==> config.mk <==
export PLATFORM = sky130hd
export DESIGN_NAME = ssd_bcd_display
export DESIGN_NICKNAME = d
export VERILOG_FILES = /design/src/rtl/ssd_bcd_display_pkg.sv /design/src/rtl/seven_seg_decoder.sv /design/src/rtl/ssd_bcd_display.sv
export SDC_FILE = /design/constraint.sdc
export NUM_CORES = 1
export LEC_CHECK = 0
export BUFFER_PORTS_ARGS = -buffer_cell sky130_fd_sc_hd__buf_2
export CORE_MARGIN = 5
export CORE_UTILIZATION = 29
export DETAILED_ROUTE_END_ITERATION = 16
export MAX_ROUTING_LAYER = met4
export PLACE_DENSITY = 0.46
export SLEW_MARGIN = 5
export SYNTH_ARGS = -nofsm -noshare
export SYNTH_HDL_FRONTEND = slang
export SYNTH_SLANG_ARGS = --single-unit
==> constraint.sdc <==
create_clock -name clk -period 2.3 [get_ports clk]
set_input_delay 0.46 -clock clk [delete_from_list [all_inputs] [get_ports clk]]
set_output_delay 0.46 -clock clk [all_outputs]
set_load 0.1 [all_outputs]
==> src/rtl/ssd_bcd_display_pkg.sv <==
// Shared definitions for the BCD seven-segment display stage: FSM encoding,
// active-low segment/anode patterns and the double-dabble digit adjust step.
package ssd_bcd_display_pkg;

  typedef enum logic [1:0] {
    ST_IDLE  = 2'd0,
    ST_SHIFT = 2'd1,
    ST_DONE  = 2'd2
  } state_t;

  // Segment patterns, active-low, ordered {g,f,e,d,c,b,a}
  localparam logic [6:0] SEG_0     = 7'b1000000;
  localparam logic [6:0] SEG_1     = 7'b1111001;
  localparam logic [6:0] SEG_2     = 7'b0100100;
  localparam logic [6:0] SEG_3     = 7'b0110000;
  localparam logic [6:0] SEG_4     = 7'b0011001;
  localparam logic [6:0] SEG_5     = 7'b0010010;
  localparam logic [6:0] SEG_6     = 7'b0000010;
  localparam logic [6:0] SEG_7     = 7'b1111000;
  localparam logic [6:0] SEG_8     = 7'b0000000;
  localparam logic [6:0] SEG_9     = 7'b0010000;
  localparam logic [6:0] SEG_BLANK = 7'b1111111;

  localparam logic [3:0] AN_UNITS     = 4'b1110;
  localparam logic [3:0] AN_TENS      = 4'b1101;
  localparam logic [3:0] AN_HUNDREDS  = 4'b1011;
  localparam logic [3:0] AN_THOUSANDS = 4'b0111;
  localparam logic [3:0] AN_OFF       = 4'b1111;

  // Pre-shift correction: any BCD nibble >= 5 would overflow a decimal digit
  // when doubled, so bias it by 3 first.
  function automatic logic [15:0] dd_adjust(input logic [15:0] s);
    logic [15:0] r;
    r = s;
    for (int i = 0; i < 4; i++) begin
      if (s[i*4 +: 4] >= 4'd5) r[i*4 +: 4] = s[i*4 +: 4] + 4'd3;
    end
    return r;
  endfunction

endpackage

==> src/rtl/seven_seg_decoder.sv <==
// Combinational BCD digit to active-low seven-segment decoder.
// Non-decimal nibbles drive all segments off.
module seven_seg_decoder
  import ssd_bcd_display_pkg::*;
(
  input  logic [3:0] digit,
  output logic [6:0] seg
);

  always_comb begin
    seg = SEG_BLANK;
    case (digit)
      4'd0: seg = SEG_0;
      4'd1: seg = SEG_1;
      4'd2: seg = SEG_2;
      4'd3: seg = SEG_3;
      4'd4: seg = SEG_4;
      4'd5: seg = SEG_5;
      4'd6: seg = SEG_6;
      4'd7: seg = SEG_7;
      4'd8: seg = SEG_8;
      4'd9: seg = SEG_9;
      default: seg = SEG_BLANK;
    endcase
  end

endmodule

==> src/rtl/ssd_bcd_display.sv <==
// Binary-to-BCD (iterative double dabble) plus 4-digit multiplexed display.
// Optional macro SSD_LEADING_ZERO_BLANK_EN blanks leading zero digits.
module ssd_bcd_display
  import ssd_bcd_display_pkg::*;
#(
  parameter int VALUE_W      = 13,
  parameter int REFRESH_BITS = 18
) (
  input  logic               clk,
  input  logic               rst,
  input  logic [VALUE_W-1:0] value_in,
  output logic [3:0]         anode,
  output logic [6:0]         seg,
  output logic               dp,
  output logic               busy,
  output logic [15:0]        bcd_out
);

  if (VALUE_W > 13) begin : g_value_w_check
    $error("VALUE_W must be <= 13 so the result fits in four digits");
  end

  state_t                  state;
  logic                    force_conv;
  logic [VALUE_W-1:0]      last_value;
  logic [VALUE_W-1:0]      captured;
  logic [VALUE_W-1:0]      shift_reg;
  logic [15:0]             scratch;
  logic [3:0]              iter;
  logic [REFRESH_BITS-1:0] refresh_cnt;

  logic [1:0]              sel;
  logic [3:0]              digit;
  logic [3:0]              anode_next;
  logic [6:0]              dec_seg;
  logic                    blank;
  logic [16+VALUE_W-1:0]   shifted;

  assign sel     = refresh_cnt[REFRESH_BITS-1 -: 2];
  assign shifted = {dd_adjust(scratch), shift_reg} << 1;

  always_comb begin
    digit      = bcd_out[3:0];
    anode_next = AN_UNITS;
    case (sel)
      2'd0: begin digit = bcd_out[3:0];   anode_next = AN_UNITS;     end
      2'd1: begin digit = bcd_out[7:4];   anode_next = AN_TENS;      end
      2'd2: begin digit = bcd_out[11:8];  anode_next = AN_HUNDREDS;  end
      default: begin digit = bcd_out[15:12]; anode_next = AN_THOUSANDS; end
    endcase
  end

`ifdef SSD_LEADING_ZERO_BLANK_EN
  // A digit is blank only when it and everything above it are zero; units always shows.
  always_comb begin
    blank = 1'b0;
    case (sel)
      2'd1:    blank = (bcd_out[15:4] == 12'd0);
      2'd2:    blank = (bcd_out[15:8] == 8'd0);
      2'd3:    blank = (bcd_out[15:12] == 4'd0);
      default: blank = 1'b0;
    endcase
  end
`else
  assign blank = 1'b0;
`endif

  seven_seg_decoder u_dec (
    .digit (digit),
    .seg   (dec_seg)
  );

  always_ff @(posedge clk) begin
    if (!rst) begin
      state       <= ST_IDLE;
      force_conv  <= 1'b1;
      last_value  <= '0;
      captured    <= '0;
      shift_reg   <= '0;
      scratch     <= '0;
      iter        <= '0;
      refresh_cnt <= '0;
      anode       <= AN_OFF;
      seg         <= SEG_BLANK;
      dp          <= 1'b1;
      busy        <= 1'b0;
      bcd_out     <= '0;
    end else begin
      refresh_cnt <= refresh_cnt + 1'b1;
      anode       <= anode_next;
      seg         <= blank ? SEG_BLANK : dec_seg;
      dp          <= 1'b1;

      case (state)
        ST_IDLE: begin
          if (force_conv || (value_in != last_value)) begin
            captured   <= value_in;
            shift_reg  <= value_in;
            scratch    <= '0;
            iter       <= '0;
            force_conv <= 1'b0;
            busy       <= 1'b1;
            state      <= ST_SHIFT;
          end
        end
        ST_SHIFT: begin
          scratch   <= shifted[VALUE_W +: 16];
          shift_reg <= shifted[VALUE_W-1:0];
          iter      <= iter + 4'd1;
          if (iter == 4'(VALUE_W - 1)) state <= ST_DONE;
        end
        ST_DONE: begin
          bcd_out    <= scratch;
          last_value <= captured;
          busy       <= 1'b0;
          state      <= ST_IDLE;
        end
        default: begin
          busy  <= 1'b0;
          state <= ST_IDLE;
        end
      endcase
    end
  end

endmodule

==> flow_summary.toml, run 1 <==
[synth]
synth.top_cell.area_share_pct = 47.8
async_reset_ff_share_pct = 0
synth_area_um2 = 4530
synth-seq-cells = 108
yosysWarnings = 0
yosysUniqueCellTypes = 45
seq_area_frac_synth_pct = 47.8
synth.most_common_cell = "dfxtp_1"
synth_area_leader_cell = "dfxtp_1"
synthTopCellsByArea = "dfxtp_1, nand2_1, xnor2_1"
synth_nets = 531
syn_inst = 502
synth_ff_type = "dfxtp_1"
synth_edf_count = 0
avgSynthCellArea_um2 = 9.02
synth_commonest_cells = "dfxtp_1, nand2_1, nor2_1"

[pwr]
peakVddDrop_mv = 0.346
p_leak_nw = 2.01
seq_power_share_pct = 54.6
switchingPower_mw = 0.824
power_density_nw_per_um2 = 675
p_int_mw = 2.74
p_sw_share_pct = 23.1
clockPowerShare_pct = 38.1
combPwrFrac_pct = 7.3

[placement]
dpl_worst_slack_ns = 0.0887
io_buffers = 42
dp_cells = 745
dp_hpwl_um = 7330
place_congestion = 0.847

[clocking]
cts_tree = "built"
ctsHoldBuffers = 0
post_cts_buffers = 0
post_cts_resized = 0
cts.path.max_buffers = 2
clk_latency_ns = 0.34
clock-root-buffer = "clkbuf_16"
clkTransAtPathRegs_ns = 0.06
cts_made_buffers = 9
htree_levels = 3
clock_sinks = 108

[grt]
grt_pass1_wl_um = 17400
antenna_found_initial = 0
overflow = 0
grt_usage_pct = 12.2
grt_max_degree = 44
grt_pass1_vias = 3401

[sta]
rsz0062_at_grt = "false"
skew_ns = 0.00772
period_minus_slack_ns = 1.96
period_share_pct = 85.3
fin_ws_ns = 0.338
hold_viol_final = 0
drv_slew = 0
setup_viol = 0
tns_ns = 0
max_freq_ghz = 0.510

[floorplanning]
die_h_um = 135
initial_core_util_pct = 29.7
io-pin-count = 44
core_area_um2 = 15300
die-width_um = 135
num_rows = 45
dieArea_um2 = 18200

[critical_path]
start_kind = "flop"
cp.arrival_ns = 2.19
path_class = "reg2reg"
required_ns = 2.52
worst_setup_path_end_kind = "flop"
critPathMaxFanout = 24

[route]
wl_met2_um = 4620
antenna_left = 0
wirelength_um = 10400
wl_met1_um = 5200
dr.pass1.iters = 4
drcViolationCount = 0
drt_first_iter_violations = 186
top_layer = "met4"
vias = 3487
dr_wl_met3_um = 431
vias_per_cell = 4.61
post_drt_wl_per_cell_um = 13.7

[final_layout]
finalNetCount = 574
top_regs = "refresh_cnt: 18 flops, bcd_out: 16 flops, scratch: 16 flops"
diodes = 0
largest_register_ffs = 18
top_register = "refresh_cnt"
drive_above_1_share_pct = 17.0
fillers = 1565
syn_to_final_growth_pct = 16.8
instances_no_fill = 757

[outcome]
status = "complete, no violations"

[worst_hold_path]
hold_path.class = "reg2reg"

[run]
maxCapViolations = 0
[layout make-up]
cell class / instances / area, um2 / share of cell area [%]
multi-input combinational: 349 / 2190 / 41.4
sequential: 108 / 2160 / 40.9
timing repair buffer: 61 / 365 / 6.91
tap: 211 / 264 / 4.99
clock buffer: 12 / 246 / 4.66
inverter: 16 / 60.1 / 1.14
[per-layer routing]
| metal | track usage (%) | vias to the layer above |
|---|---|---|
| li1 | - | 1812 |
| met1 | 16.3 | 1602 |
| met2 | 18.4 | 65 |
| met3 | 2.61 | 8 |
| met4 | 4.07 | 0 |
| met5 | - | - |
[power groups by stage]
| stage | Clock, mW | Sequential [mW] | Combinational (mW) |
|---|---|---|---|
| floorplan | 0 | 2.04 | 0.132 |
| global placement | 0 | 1.99 | 0.259 |
| detailed placement | 0 | 1.99 | 0.261 |
| CTS | 1.42 | 1.95 | 0.262 |
| global route | 1.50 | 1.95 | 0.282 |
| finish | 1.36 | 1.95 | 0.259 |
[path summary, 6_finish.rpt]
| check | startpoint | end | slack, ns | cells past startpoint |
|---|---|---|---|---|
| setup / recovery | last_value[3] | shift_reg[4] | 0.34 | 6 |
| hold / removal | refresh_cnt[0] | refresh_cnt[0] | 0.45 | 1 |
| setup reg to reg | last_value[3] | shift_reg[4] | 0.34 | 6 |
| hold reg to reg | refresh_cnt[0] | refresh_cnt[0] | 0.45 | 1 |
[cell families (layout without fill, tap and decap cells)]
family | count (synthesis) | after routing | share of synthesized area (%)
DFF | 108 | 108 | 47.8
AOI/OAI and AO/OA | 111 | 111 | 17.3
muxes | 5 | 5 | 2.24
buffers and inverters | 45 | 89 | 4.26
xor gates and xnor gates | 37 | 37 | 7.16
adders and majority gates | 14 | 14 | 3.87
and+or+nand+nor | 181 | 181 | 17.3
other | 1 | 1 | 0.0829
[metrics by stage]
step / hold WS, ns / power (mW) / utilization, % / cell area [um2]
after CTS: 0.441 / 3.63 / 34.7 / 5290
after global placement: 0.430 / 2.25 / 33.0 / 5040
after global routing: 0.459 / 3.74 / 34.7 / 5290
final: 0.446 / 3.57 / 34.7 / 5290
after floorplan: 0.418 / 2.17 / - / 4530
after detailed placement: 0.442 / 2.25 / 33.0 / 5040
[worst max-delay path, stage by stage, from the launching register on]
cell and delay (ns):
dfxtp_1 0.33, xnor2_1 0.20, nand4_1 0.26, o41ai_4 0.50
buf_12 0.21, nor2_1 0.08, a221o_1 0.26
[cells in the final DEF (no fill, tap or decap), types with 5 or more instances in the layout]
cell       synthesis  layout
inv_1             15      15
o21ai_0           12      12
a31o_2            12      12
xor2_1            11      11
ha_1              14      14
clkbuf_16          0       9
xnor2_1           26      26
nand4_1            5       5
a31oi_1            6       6
nor2_1            43      42
buf_4              1      18
dfxtp_1          108     108
nand2_1           90      90
a221o_1           11      11
nand3_1           15      15
a22o_1            14      14
buf_2              4      42
a21oi_1           41      41
and3_1             5       5
nand2b_1           6       6
(Power assumes the default switching activity.)
==> run 2, diff against run 1 <==
--- a/config.mk
+++ b/config.mk
@@ -5,7 +5,7 @@
 export SDC_FILE = /design/constraint.sdc
 export NUM_CORES = 1
 export LEC_CHECK = 0
-export BUFFER_PORTS_ARGS = -buffer_cell sky130_fd_sc_hd__buf_2
+export BUFFER_PORTS_ARGS = -buffer_cell sky130_fd_sc_hd__buf_4
 export CORE_MARGIN = 5
 export CORE_UTILIZATION = 29
 export DETAILED_ROUTE_END_ITERATION = 16
==> run 2 against run 1 <==
  * Highest routed layer unchanged
  * Sequential power about the same
  * Combinational power up 3%
  * Total power up 4.3%
  * Register-to-register slack worse by 0.11 ns
  * Clock-buffer cell count up 1
  * Sequential share of layout area down 0.99 points
  * Clock skew down 0.0024 ns
  * Clock power up 10%
  * Critical path depth unchanged
  * First-iteration DRC count up 8.6%
  * Sequential cell count unchanged
  * Critical endpoint is now iter[3]
==> flow_summary.toml, run 2 (synthesized netlist as in run 1, its figures left out) <==
[outcome]
status = "complete, no violations"

[floorplanning]
io-pin-count = 44
core_area_um2 = 15300
initial_core_util_pct = 29.7
num_rows = 45
die-width_um = 135
die_h_um = 135
dieArea_um2 = 18200

[clocking]
cts_tree = "built"
cts_made_buffers = 9
htree_levels = 3
ctsHoldBuffers = 0
post_cts_resized = 0
clkTransAtPathRegs_ns = 0.07
clk_latency_ns = 0.34
cts.path.max_buffers = 2
post_cts_buffers = 0
clock-root-buffer = "clkbuf_16"
clock_sinks = 108

[route]
antenna_left = 0
drt_first_iter_violations = 202
wirelength_um = 10900
vias = 3599
dr.pass1.iters = 4
vias_per_cell = 4.75
post_drt_wl_per_cell_um = 14.4
drcViolationCount = 0

[critical_path]
cp.arrival_ns = 2.32
required_ns = 2.55
critPathMaxFanout = 5
path_class = "reg2reg"
start_kind = "flop"
worst_setup_path_end_kind = "flop"

[final_layout]
top_register = "refresh_cnt"
postLayoutCellArea_um2 = 5420
diodes = 0
utilization_pct = 35.5
drive_above_1_share_pct = 17.2
largest_register_ffs = 18
syn_to_final_growth_pct = 19.7
final_common_cell = "dfxtp_1"
top_regs = "refresh_cnt: 18 flops, bcd_out: 16 flops, scratch: 16 flops"
finalNetCount = 570
final_cell_mix = "dfxtp_1, nand2_1, buf_4, nor2_1, a21oi_1"
fillers = 1589

[sta]
tightestPinTransition_ns = 0.489
period_minus_slack_ns = 2.08
hold_viol_final = 0
whs_ns = 0.436
drv_slew = 0
setup_viol = 0
skew_ns = 0.00531
max_freq_ghz = 0.482
rsz0062_at_grt = "false"
max_slew_margin_pct = 67.1
period_share_pct = 90.2
fin_ws_ns = 0.225

[placement]
dpl_worst_slack_ns = -0.0240
place_area_um2 = 5130
dp_hpwl_um = 7590
place_congestion = 0.803
io_buffers = 42

[pwr]
power_density_nw_per_um2 = 687
peakVddDrop_mv = 0.433
p_leak_nw = 2.04
power_mw = 3.72

[grt]
grt_pass1_wl_um = 18000
grt_pass1_vias = 3569
antenna_found_initial = 0
grt_max_degree = 44
overflow = 0
grt_usage_pct = 12.6

[worst_hold_path]
hold_path.class = "in2reg"

[run]
maxCapViolations = 0
## run 2: final timing paths
check	startpoint	endpoint	slack, ns	cells after the start
min	value_in[12]	captured[12]	0.44	3
max	last_value[3]	iter[3]	0.22	6
max reg2reg	last_value[3]	iter[3]	0.22	6
min reg2reg	refresh_cnt[0]	refresh_cnt[0]	0.45	1
## run 2: metal layers
layer  share of wire [%]  up-vias  global-route usage (%)
met2                  46       74                    20.1
met3                 4.1       11                    3.06
li1                    -     1804                       -
met4                 1.1        0                    3.90
met5                   0        -                       -
met1                  49     1710                    15.8
## run 2: cell type report
class | count | area (um2) | share of cell area (%)
Sequential cell | 108 | 2160 | 39.9
Timing Repair Buffer | 57 | 453 | 8.36
Clock buffer | 13 | 270 | 4.99
Multi-Input combinational cell | 349 | 2190 | 40.4
Clock inverter | 3 | 20.0 | 0.369
Inverter | 16 | 60.1 | 1.11
Tap cell | 211 | 264 | 4.87
## run 2: worst max-delay path: stages (launching register included)
cell and delay [ns]:
dfxtp_1 0.32, xnor2_1 0.23, nand4_1 0.24, buf_4 0.22, nor4_1 0.41, nand2_1 0.25
a221oi_1 0.30
## run 2: metrics by stage
stage,TNS (ns),instances
final,0,757
after global routing,0,757
after CTS,0,757
after detailed placement,-0.0240,741
after global placement,0,741
after floorplan,0,502
## run 2: report_power, final
group | switching, mW | internal, mW | leakage [nW]
logic | 0.175 | 0.0926 | 1.02
registers | 0.0327 | 1.92 | 0.880
clock network | 0.682 | 0.823 | 0.138
